## src/rtl/alu_arbiter_if.sv

```systemverilog
// Requester-side bundle for the shared ALU: an operation request channel
// plus a one-entry response channel, each with its own valid/ready pair.
interface alu_arbiter_if #(
  parameter int XLEN = 32,
  parameter int OPW  = 10
);
  logic            valid;
  logic            ready;
  logic [OPW-1:0]  op;
  logic [XLEN-1:0] rs1;
  logic [XLEN-1:0] rs2;
  logic [XLEN-1:0] imm;
  logic            sel;
  logic [4:0]      shamt;
  logic            rvalid;
  logic            rready;
  logic [XLEN-1:0] res;

  modport master (
    output valid, op, rs1, rs2, imm, sel, shamt, rready,
    input  ready, rvalid, res
  );

  modport slave (
    input  valid, op, rs1, rs2, imm, sel, shamt, rready,
    output ready, rvalid, res
  );
endinterface

```

## src/rtl/alu_arbiter.sv

```systemverilog
// Round-robin sharing of one combinational ALU between the execute stage (r0)
// and the address/CSR helper (r1), each with a one-entry response slot.
module alu_arbiter #(
  parameter int XLEN  = 32,
  parameter int OPW   = 10,
  parameter int FIRST = 0
) (
  input  logic            clock,
  input  logic            reset,
  alu_arbiter_if.slave    r0,
  alu_arbiter_if.slave    r1,
  output logic [OPW-1:0]  alu_op,
  output logic [XLEN-1:0] alu_rs1,
  output logic [XLEN-1:0] alu_rs2,
  output logic [XLEN-1:0] alu_imm,
  output logic            alu_sel,
  output logic [4:0]      alu_shamt,
  input  logic [XLEN-1:0] alu_res
);

  logic [1:0]      req_valid;
  logic [1:0]      rsp_ready;
  logic [1:0]      slot_free;
  logic [1:0]      elig;
  logic [1:0]      grant;
  logic            rvalid_reg [2];
  logic [XLEN-1:0] res_reg [2];
  logic            ptr_reg;
  logic            ptr_next;

  assign req_valid = {r1.valid, r0.valid};
  assign rsp_ready = {r1.rready, r0.rready};

  genvar gi;
  generate
    for (gi = 0; gi < 2; gi++) begin : g_slot
      // A full slot being drained this cycle may be refilled in the same cycle.
      assign slot_free[gi] = !rvalid_reg[gi] || rsp_ready[gi];
      assign elig[gi]      = req_valid[gi] && slot_free[gi] && !reset;

      always_ff @(posedge clock or posedge reset) begin
        if (reset) begin
          rvalid_reg[gi] <= 1'b0;
          res_reg[gi]    <= '0;
        end else if (grant[gi]) begin
          rvalid_reg[gi] <= 1'b1;
          res_reg[gi]    <= alu_res;
        end else if (rvalid_reg[gi] && rsp_ready[gi]) begin
          rvalid_reg[gi] <= 1'b0;
        end
      end
    end
  endgenerate

  always_comb begin
    grant[0] = elig[0] && (!elig[1] || (ptr_reg == 1'b0));
    grant[1] = elig[1] && (!elig[0] || (ptr_reg == 1'b1));
  end

  always_comb begin
    ptr_next = ptr_reg;
    if (grant[0]) begin
      ptr_next = 1'b1;
    end else if (grant[1]) begin
      ptr_next = 1'b0;
    end
  end

  always_ff @(posedge clock or posedge reset) begin
    if (reset) begin
      ptr_reg <= 1'(FIRST);
    end else begin
      ptr_reg <= ptr_next;
    end
  end

  // With no grant the ALU sees opcode 0 and all-zero operands.
  always_comb begin
    alu_op    = '0;
    alu_rs1   = '0;
    alu_rs2   = '0;
    alu_imm   = '0;
    alu_sel   = 1'b0;
    alu_shamt = '0;
    if (grant[0]) begin
      alu_op    = r0.op;
      alu_rs1   = r0.rs1;
      alu_rs2   = r0.rs2;
      alu_imm   = r0.imm;
      alu_sel   = r0.sel;
      alu_shamt = r0.shamt;
    end else if (grant[1]) begin
      alu_op    = r1.op;
      alu_rs1   = r1.rs1;
      alu_rs2   = r1.rs2;
      alu_imm   = r1.imm;
      alu_sel   = r1.sel;
      alu_shamt = r1.shamt;
    end
  end

  assign r0.ready  = grant[0];
  assign r1.ready  = grant[1];
  assign r0.rvalid = rvalid_reg[0];
  assign r1.rvalid = rvalid_reg[1];
  assign r0.res    = res_reg[0];
  assign r1.res    = res_reg[1];

endmodule

```

## src/flat_wrapper.sv

```systemverilog
// flat-port wrapper written by rule: the top's interface ports become plain ports
module alu_arbiter_flat 
#(
  parameter int XLEN  = 32,
  parameter int OPW   = 10,
  parameter int FIRST = 0
)
  (clock, reset, alu_op, alu_rs1, alu_rs2, alu_imm, alu_sel, alu_shamt, alu_res, r0_valid, r0_op, r0_rs1, r0_rs2, r0_imm, r0_sel, r0_shamt, r0_rready, r0_ready, r0_rvalid, r0_res, r1_valid, r1_op, r1_rs1, r1_rs2, r1_imm, r1_sel, r1_shamt, r1_rready, r1_ready, r1_rvalid, r1_res);
  alu_arbiter_if #(.XLEN(XLEN), .OPW(OPW)) r0_i ();
  alu_arbiter_if #(.XLEN(XLEN), .OPW(OPW)) r1_i ();
  input  logic clock;
  input  logic reset;
  output logic [OPW-1:0] alu_op;
  output logic [XLEN-1:0] alu_rs1;
  output logic [XLEN-1:0] alu_rs2;
  output logic [XLEN-1:0] alu_imm;
  output logic alu_sel;
  output logic [4:0] alu_shamt;
  input  logic [XLEN-1:0] alu_res;
  input wire logic [$bits(r0_i.valid)-1:0] r0_valid;
  input wire logic [$bits(r0_i.op)-1:0] r0_op;
  input wire logic [$bits(r0_i.rs1)-1:0] r0_rs1;
  input wire logic [$bits(r0_i.rs2)-1:0] r0_rs2;
  input wire logic [$bits(r0_i.imm)-1:0] r0_imm;
  input wire logic [$bits(r0_i.sel)-1:0] r0_sel;
  input wire logic [$bits(r0_i.shamt)-1:0] r0_shamt;
  input wire logic [$bits(r0_i.rready)-1:0] r0_rready;
  output wire logic [$bits(r0_i.ready)-1:0] r0_ready;
  output wire logic [$bits(r0_i.rvalid)-1:0] r0_rvalid;
  output wire logic [$bits(r0_i.res)-1:0] r0_res;
  input wire logic [$bits(r1_i.valid)-1:0] r1_valid;
  input wire logic [$bits(r1_i.op)-1:0] r1_op;
  input wire logic [$bits(r1_i.rs1)-1:0] r1_rs1;
  input wire logic [$bits(r1_i.rs2)-1:0] r1_rs2;
  input wire logic [$bits(r1_i.imm)-1:0] r1_imm;
  input wire logic [$bits(r1_i.sel)-1:0] r1_sel;
  input wire logic [$bits(r1_i.shamt)-1:0] r1_shamt;
  input wire logic [$bits(r1_i.rready)-1:0] r1_rready;
  output wire logic [$bits(r1_i.ready)-1:0] r1_ready;
  output wire logic [$bits(r1_i.rvalid)-1:0] r1_rvalid;
  output wire logic [$bits(r1_i.res)-1:0] r1_res;
  assign r0_i.valid = r0_valid;
  assign r0_i.op = r0_op;
  assign r0_i.rs1 = r0_rs1;
  assign r0_i.rs2 = r0_rs2;
  assign r0_i.imm = r0_imm;
  assign r0_i.sel = r0_sel;
  assign r0_i.shamt = r0_shamt;
  assign r0_i.rready = r0_rready;
  assign r0_ready = r0_i.ready;
  assign r0_rvalid = r0_i.rvalid;
  assign r0_res = r0_i.res;
  assign r1_i.valid = r1_valid;
  assign r1_i.op = r1_op;
  assign r1_i.rs1 = r1_rs1;
  assign r1_i.rs2 = r1_rs2;
  assign r1_i.imm = r1_imm;
  assign r1_i.sel = r1_sel;
  assign r1_i.shamt = r1_shamt;
  assign r1_i.rready = r1_rready;
  assign r1_ready = r1_i.ready;
  assign r1_rvalid = r1_i.rvalid;
  assign r1_res = r1_i.res;
  alu_arbiter #(.XLEN(XLEN), .OPW(OPW), .FIRST(FIRST)) u_core (.clock(clock), .reset(reset), .r0(r0_i), .r1(r1_i), .alu_op(alu_op), .alu_rs1(alu_rs1), .alu_rs2(alu_rs2), .alu_imm(alu_imm), .alu_sel(alu_sel), .alu_shamt(alu_shamt), .alu_res(alu_res));
endmodule
```

## config.mk

```make
export PLATFORM = sky130hd
export DESIGN_NAME = alu_arbiter_flat
export DESIGN_NICKNAME = d
export VERILOG_FILES = /design/src/rtl/alu_arbiter_if.sv /design/src/rtl/alu_arbiter.sv /design/src/flat_wrapper.sv
export SDC_FILE = /design/constraint.sdc
export NUM_CORES = 1
export LEC_CHECK = 0
export CORE_AREA = 3 3 170 172
export CTS_CLUSTER_DIAMETER = 40
export DETAILED_ROUTE_END_ITERATION = 16
export DIE_AREA = 0 0 173 175
export DONT_BUFFER_PORTS = 1
export HOLD_SLACK_MARGIN = 0.15
export SLEW_MARGIN = 25
export SYNTH_ARGS = -nofsm -noshare
export SYNTH_HDL_FRONTEND = slang
export SYNTH_SLANG_ARGS = --single-unit
```

## constraint.sdc

```tcl
create_clock -name clock -period 3.57 [get_ports clock]
set_clock_uncertainty 0.15 [all_clocks]
set_input_delay 0.5355 -clock clock [delete_from_list [all_inputs] [get_ports clock]]
set_output_delay 0.5355 -clock clock [all_outputs]
set_load 0.01 [all_outputs]
```

# --- Yosys cells after proc, flatten, opt, wreduce, memory -nomap -nowiden ---
# Index checks and enable logic that the tools add are counted.
op_classes:
  mux: 18
  bitwise: 1
  reduce_logical: 20
ops:
  columns: ["operator", "count"]
  rows:
  - ["32-bit two-way mux", 6]
  - ["10-bit two-way mux", 2]
  - ["5-bit two-way mux", 2]
  - ["1-bit logical AND", 8]
  - ["1-bit two-way mux", 8]
  - ["2-bit nonzero test", 3]
  - ["1-bit logical NOT", 5]
  - ["1-bit logical OR", 4]
  - ["1-bit NOT", 1]
word_totals:
  reg_bits: 67
  in_bits: 262
  out_inout_bits: 180
  elab_cells: 44

# --- Logic depth before layout (Yosys ltp) ---
depth:
  depth_word: 9
  depth_mapped: 7
  mapped_depth_nobuf: 3

# --- Worst setup path before layout ---
# No wires, ideal clock.
synth_path:
  kind: "input to output"
  start: "input port r1_valid"
  end: "output port alu_imm[25]"
  arrival_ns: 1.539
  required_time_ns: 2.884
  slack_ns: 1.345
  cell_stages: 6
  n_path_buf: 3
  path_cell_list: "buf_2 -> nand2_1 -> buf_2 -> buf_1 -> o2111ai_1 -> nand2_1"
synth_between:
  elab_chain_len: 6
  word_cells_on_any_way: 8
  cone_classes: "mux (2); reduce/logical (6)"
synth_lines:
  columns: ["item", "line", "rtl"]
  rows:
  - ["from (decl)", "flat_wrapper.sv:31", "input wire logic [$bits(r1_i.valid)-1:0] r1_valid;"]
  - ["1-bit logical AND * (2 in series)", "alu_arbiter.sv:39", "assign elig[gi] = req_valid[gi] && slot_free[gi] && !reset;"]
  - ["1-bit logical NOT", "alu_arbiter.sv:56", "grant[0] = elig[0] && (!elig[1] || (ptr_reg == 1'b0));"]
  - ["1-bit logical OR", "alu_arbiter.sv:56", null]
  - ["1-bit logical AND", "alu_arbiter.sv:56", null]
  - ["32-bit two-way mux *", "alu_arbiter.sv:85", "if (grant[0]) begin"]
  - ["to (decl)", "flat_wrapper.sv:16", "output logic [XLEN-1:0] alu_imm;"]
# Mark *: on every way between the ends. The rest lies on a longest branch, timed or not.

# --- Final worst setup path ---
layout_path:
  start: "register u_core.rvalid_reg (netlist bit u_core.r0.rvalid)"
  end: "output port alu_op[3]"
layout_between:
  elab_chain_len: 9
  word_cells_on_any_way: 10
  cone_classes: "mux (2); reduce/logical (8)"
layout_lines:
  columns: ["item", "line", "rtl"]
  rows:
  - ["from (decl)", "alu_arbiter.sv:26", "logic rvalid_reg [2];"]
  - ["from (signal, indexed assignment)", "alu_arbiter.sv:43", "rvalid_reg[gi] <= 1'b0;"]
  - ["from (signal, indexed assignment)", "alu_arbiter.sv:46", "rvalid_reg[gi] <= 1'b1;"]
  - ["from (signal, indexed assignment)", "alu_arbiter.sv:49", "rvalid_reg[gi] <= 1'b0;"]
  - ["1-bit logical NOT *", "alu_arbiter.sv:38", "assign slot_free[gi] = !rvalid_reg[gi] || rsp_ready[gi];"]
  - ["1-bit logical OR *", "alu_arbiter.sv:38", null]
  - ["1-bit logical AND * (2 in series)", "alu_arbiter.sv:39", null]
  - ["1-bit logical NOT", "alu_arbiter.sv:57", "grant[1] = elig[1] && (!elig[0] || (ptr_reg == 1'b1));"]
  - ["1-bit logical OR", "alu_arbiter.sv:57", null]
  - ["1-bit logical AND", "alu_arbiter.sv:57", null]
  - ["10-bit two-way mux", "alu_arbiter.sv:92", "end else if (grant[1]) begin"]
  - ["10-bit two-way mux *", "alu_arbiter.sv:85", null]
  - ["to (decl)", "flat_wrapper.sv:13", "output logic [OPW-1:0] alu_op;"]
# Marks and branches as above.

==> flow_metrics.env <==
export IMPL_slowest_stage="dfrtp_1"
export IMPL_peakVddDrop_mv=0.5139
export IMPL_crit_family="simple AND/OR/NAND/NOR gates"
export IMPL_rows=61
export IMPL_fin_crit_ns=2.898
export IMPL_htreeDepth=3
export IMPL_grt_pass1_wl_um=39770
export IMPL_drt_total_wl_um=26390
export IMPL_instances_no_fill=1122
export IMPL_num_io_pins=442
export IMPL_crit_buf_inv=1
export IMPL_period_share_pct=81.18
export IMPL_cts_resized=0
export IMPL_initial_utilization_pct=25.00
export IMPL_area_growth_synth_to_final_pct=5.832
export IMPL_leakagePower_uw=0.002754
export IMPL_rsz0062_at_grt="false"
export IMPL_synth_cells=842
export IMPL_antenna_found_initial=11
export IMPL_grt_pass1_vias=6417
export IMPL_final_cell_mix="224 x nor2b_1, 224 x o2111ai_1, 114 x nand2_1"
export IMPL_cap_viol_max_count=0
export IMPL_dp_hpwl_um=18240
export IMPL_clockBufferDepth=2
export IMPL_synth_area_leaders="o2111ai_1 28%, dfrtp_1 24%, nor2b_1 20%"
export IMPL_setup_violations=0
export IMPL_endpoint_kind="primary output"
export IMPL_drc=0
export IMPL_clk_latency_ns=0.32
export IMPL_viasPerCell=5.854
export IMPL_finalMaxSlewViolations=0
export IMPL_relSlewSlack_pct=51.73
export IMPL_ys_types=17
export IMPL_grt_overflow=0
export IMPL_worst_pin_slew_ns=0.7240
export IMPL_path_max_fanout=80
export IMPL_numCtsBuffers=9
export IMPL_ys_ff_latch=67
export IMPL_numClockSinks=67
export IMPL_die_w_um=173
export IMPL_vias=6568
export IMPL_tns_ns=0
export IMPL_syn_area_sq_um=6908
export IMPL_first_pass_iters=5
export IMPL_crit_arrival_ns=2.21
export IMPL_status="completed"
export IMPL_die_h_um=175
export IMPL_wl_per_cell_um=23.52
export IMPL_synth_top_cell_area_share_pct=28.40
export IMPL_clkTransAtPathRegs_ns=0.06
export IMPL_critical_path_cell_chain="nand2b_4 -> buf_12 -> o2111ai_1 -> nand2_1"
export IMPL_seq_area_frac_synth_pct=24.27
export IMPL_cts_tree="built"
export IMPL_clock_fmax_mhz=345.1
export IMPL_crit_required_ns=2.88
export IMPL_coreArea_sq_um=27630
export IMPL_powerDensity_nw_per_um2=416.4
export IMPL_clockRootBuffer="clkbuf_16"
export IMPL_layout_drive_gt1_share_pct=13.38
export IMPL_grt_max_degree=228
export IMPL_path_class="reg -> out"
export IMPL_yosys_area_top_type="o2111ai_1"
export IMPL_start_kind="flop"
export IMPL_port_buffers=0
export IMPL_yosysWarnings=0
export IMPL_hold_slack_ns=0.1916
export IMPL_final_nets=997
export IMPL_critPathMaxStageDelay_ns=0.47
export IMPL_drt_initial_drc_count=493
export IMPL_hp_class="in -> reg"
export IMPL_hold_viol_final=0
export IMPL_avgSynthCellArea_sq_um=8.204
export IMPL_detail_route_antenna_nets=0
export IMPL_dp_cells=1101
export IMPL_track_usage_pct=16.02
export IMPL_synth_nets=1104
export IMPL_fp_dieArea_sq_um=30280
export IMPL_gp_congestion=0.8010
==> layout make-up <==
class                      count  area, sq um
antenna                        4        10.01
clock buffer                   9        225.2
clock inverter                 7        68.82
fill                        2970        20320
inverter                       3        11.26
multi-input combinational    638         4661
sequential                    67         1677
tap                          378        473.0
timing repair buffer          16        185.2
==> metrics by stage <==
stage,cell area [sq um],worst slack [ns],total power [uW],utilization (%)
finish,7311,0.6720,3044,26.46
CTS,7301,0.7233,3073,26.42
floorplan,6908,0.6725,2020,-
global route,7306,0.6223,3219,26.44
global placement,6997,1.029,2185,25.32
detailed placement,6997,1.022,2198,25.32
==> report_power, final <==
part	internal [uW]	total [uW]	switching, uW
combinational	361	939	578
clock	537	851	314
sequential	973	1250	281
==> cell families (layout without fill, tap and decap cells) <==
family	after synthesis	count (layout)	synth area share, %
AND/OR/NAND/NOR	346	346	27.21
AO/OA/AOI/OAI	228	228	29.18
buffers and inverters	137	35	8.911
flip-flops	67	67	24.27
multiplexers	64	64	10.43
other	0	4	0
==> synthesized netlist by cell type <==
cell type	number
nand2b_1	3
mux2_2	59
dfrtp_1	67
nand2_1	115
nor2b_1	226
buf_6	6
buf_4	1
and2b_1	2
a31oi_1	1
o2111ai_1	224
mux2_1	5
clkbuf_1	82
o211ai_4	2
buf_2	42
inv_1	3
a21oi_1	1
buf_1	3
==> worst register-to-register path, delay by kind of cell, from the launching register on <==
family / cells / cell delay [ns]
multiplexers: 1 / 0.38
AO/OA/AOI/OAI: 1 / 0.40
AND/OR/NAND/NOR: 1 / 0.32
buffers and inverters: 1 / 0.39
flip-flops: 1 / 0.49
==> per-layer routing <==
layer,global-route usage [%],vias to the layer above,wire length [um]
met1,18.59,3112,9782
met4,4.426,14,563
met3,7.279,47,3251
li1,-,2965,-
met5,0,-,90
met2,26.77,430,12700
==> final timing paths <==
kind                       slack [ns]              from                end  cells after the start
max                              0.67  u_core.r0.rvalid          alu_op[3]                      4
min reg2reg                      0.42    u_core.ptr_reg     u_core.ptr_reg                      1
min in group asynchronous        0.67             reset   u_core.r1.res[6]                      2
min                              0.19        alu_res[5]   u_core.r1.res[5]                      1
max in group asynchronous        1.73             reset  u_core.r0.res[30]                      3
max reg2reg                      1.32  u_core.r0.rvalid  u_core.r0.res[14]                      4
==> repair_timing <==
| action | CTS | global route |
|---|---|---|
| buffers inserted | 0 | 0 |
| endpoints found under the hold margin | 33 | 0 |
| hold buffers | 1 | 0 |
No activity file was read; power rests on OpenSTA's default activity.
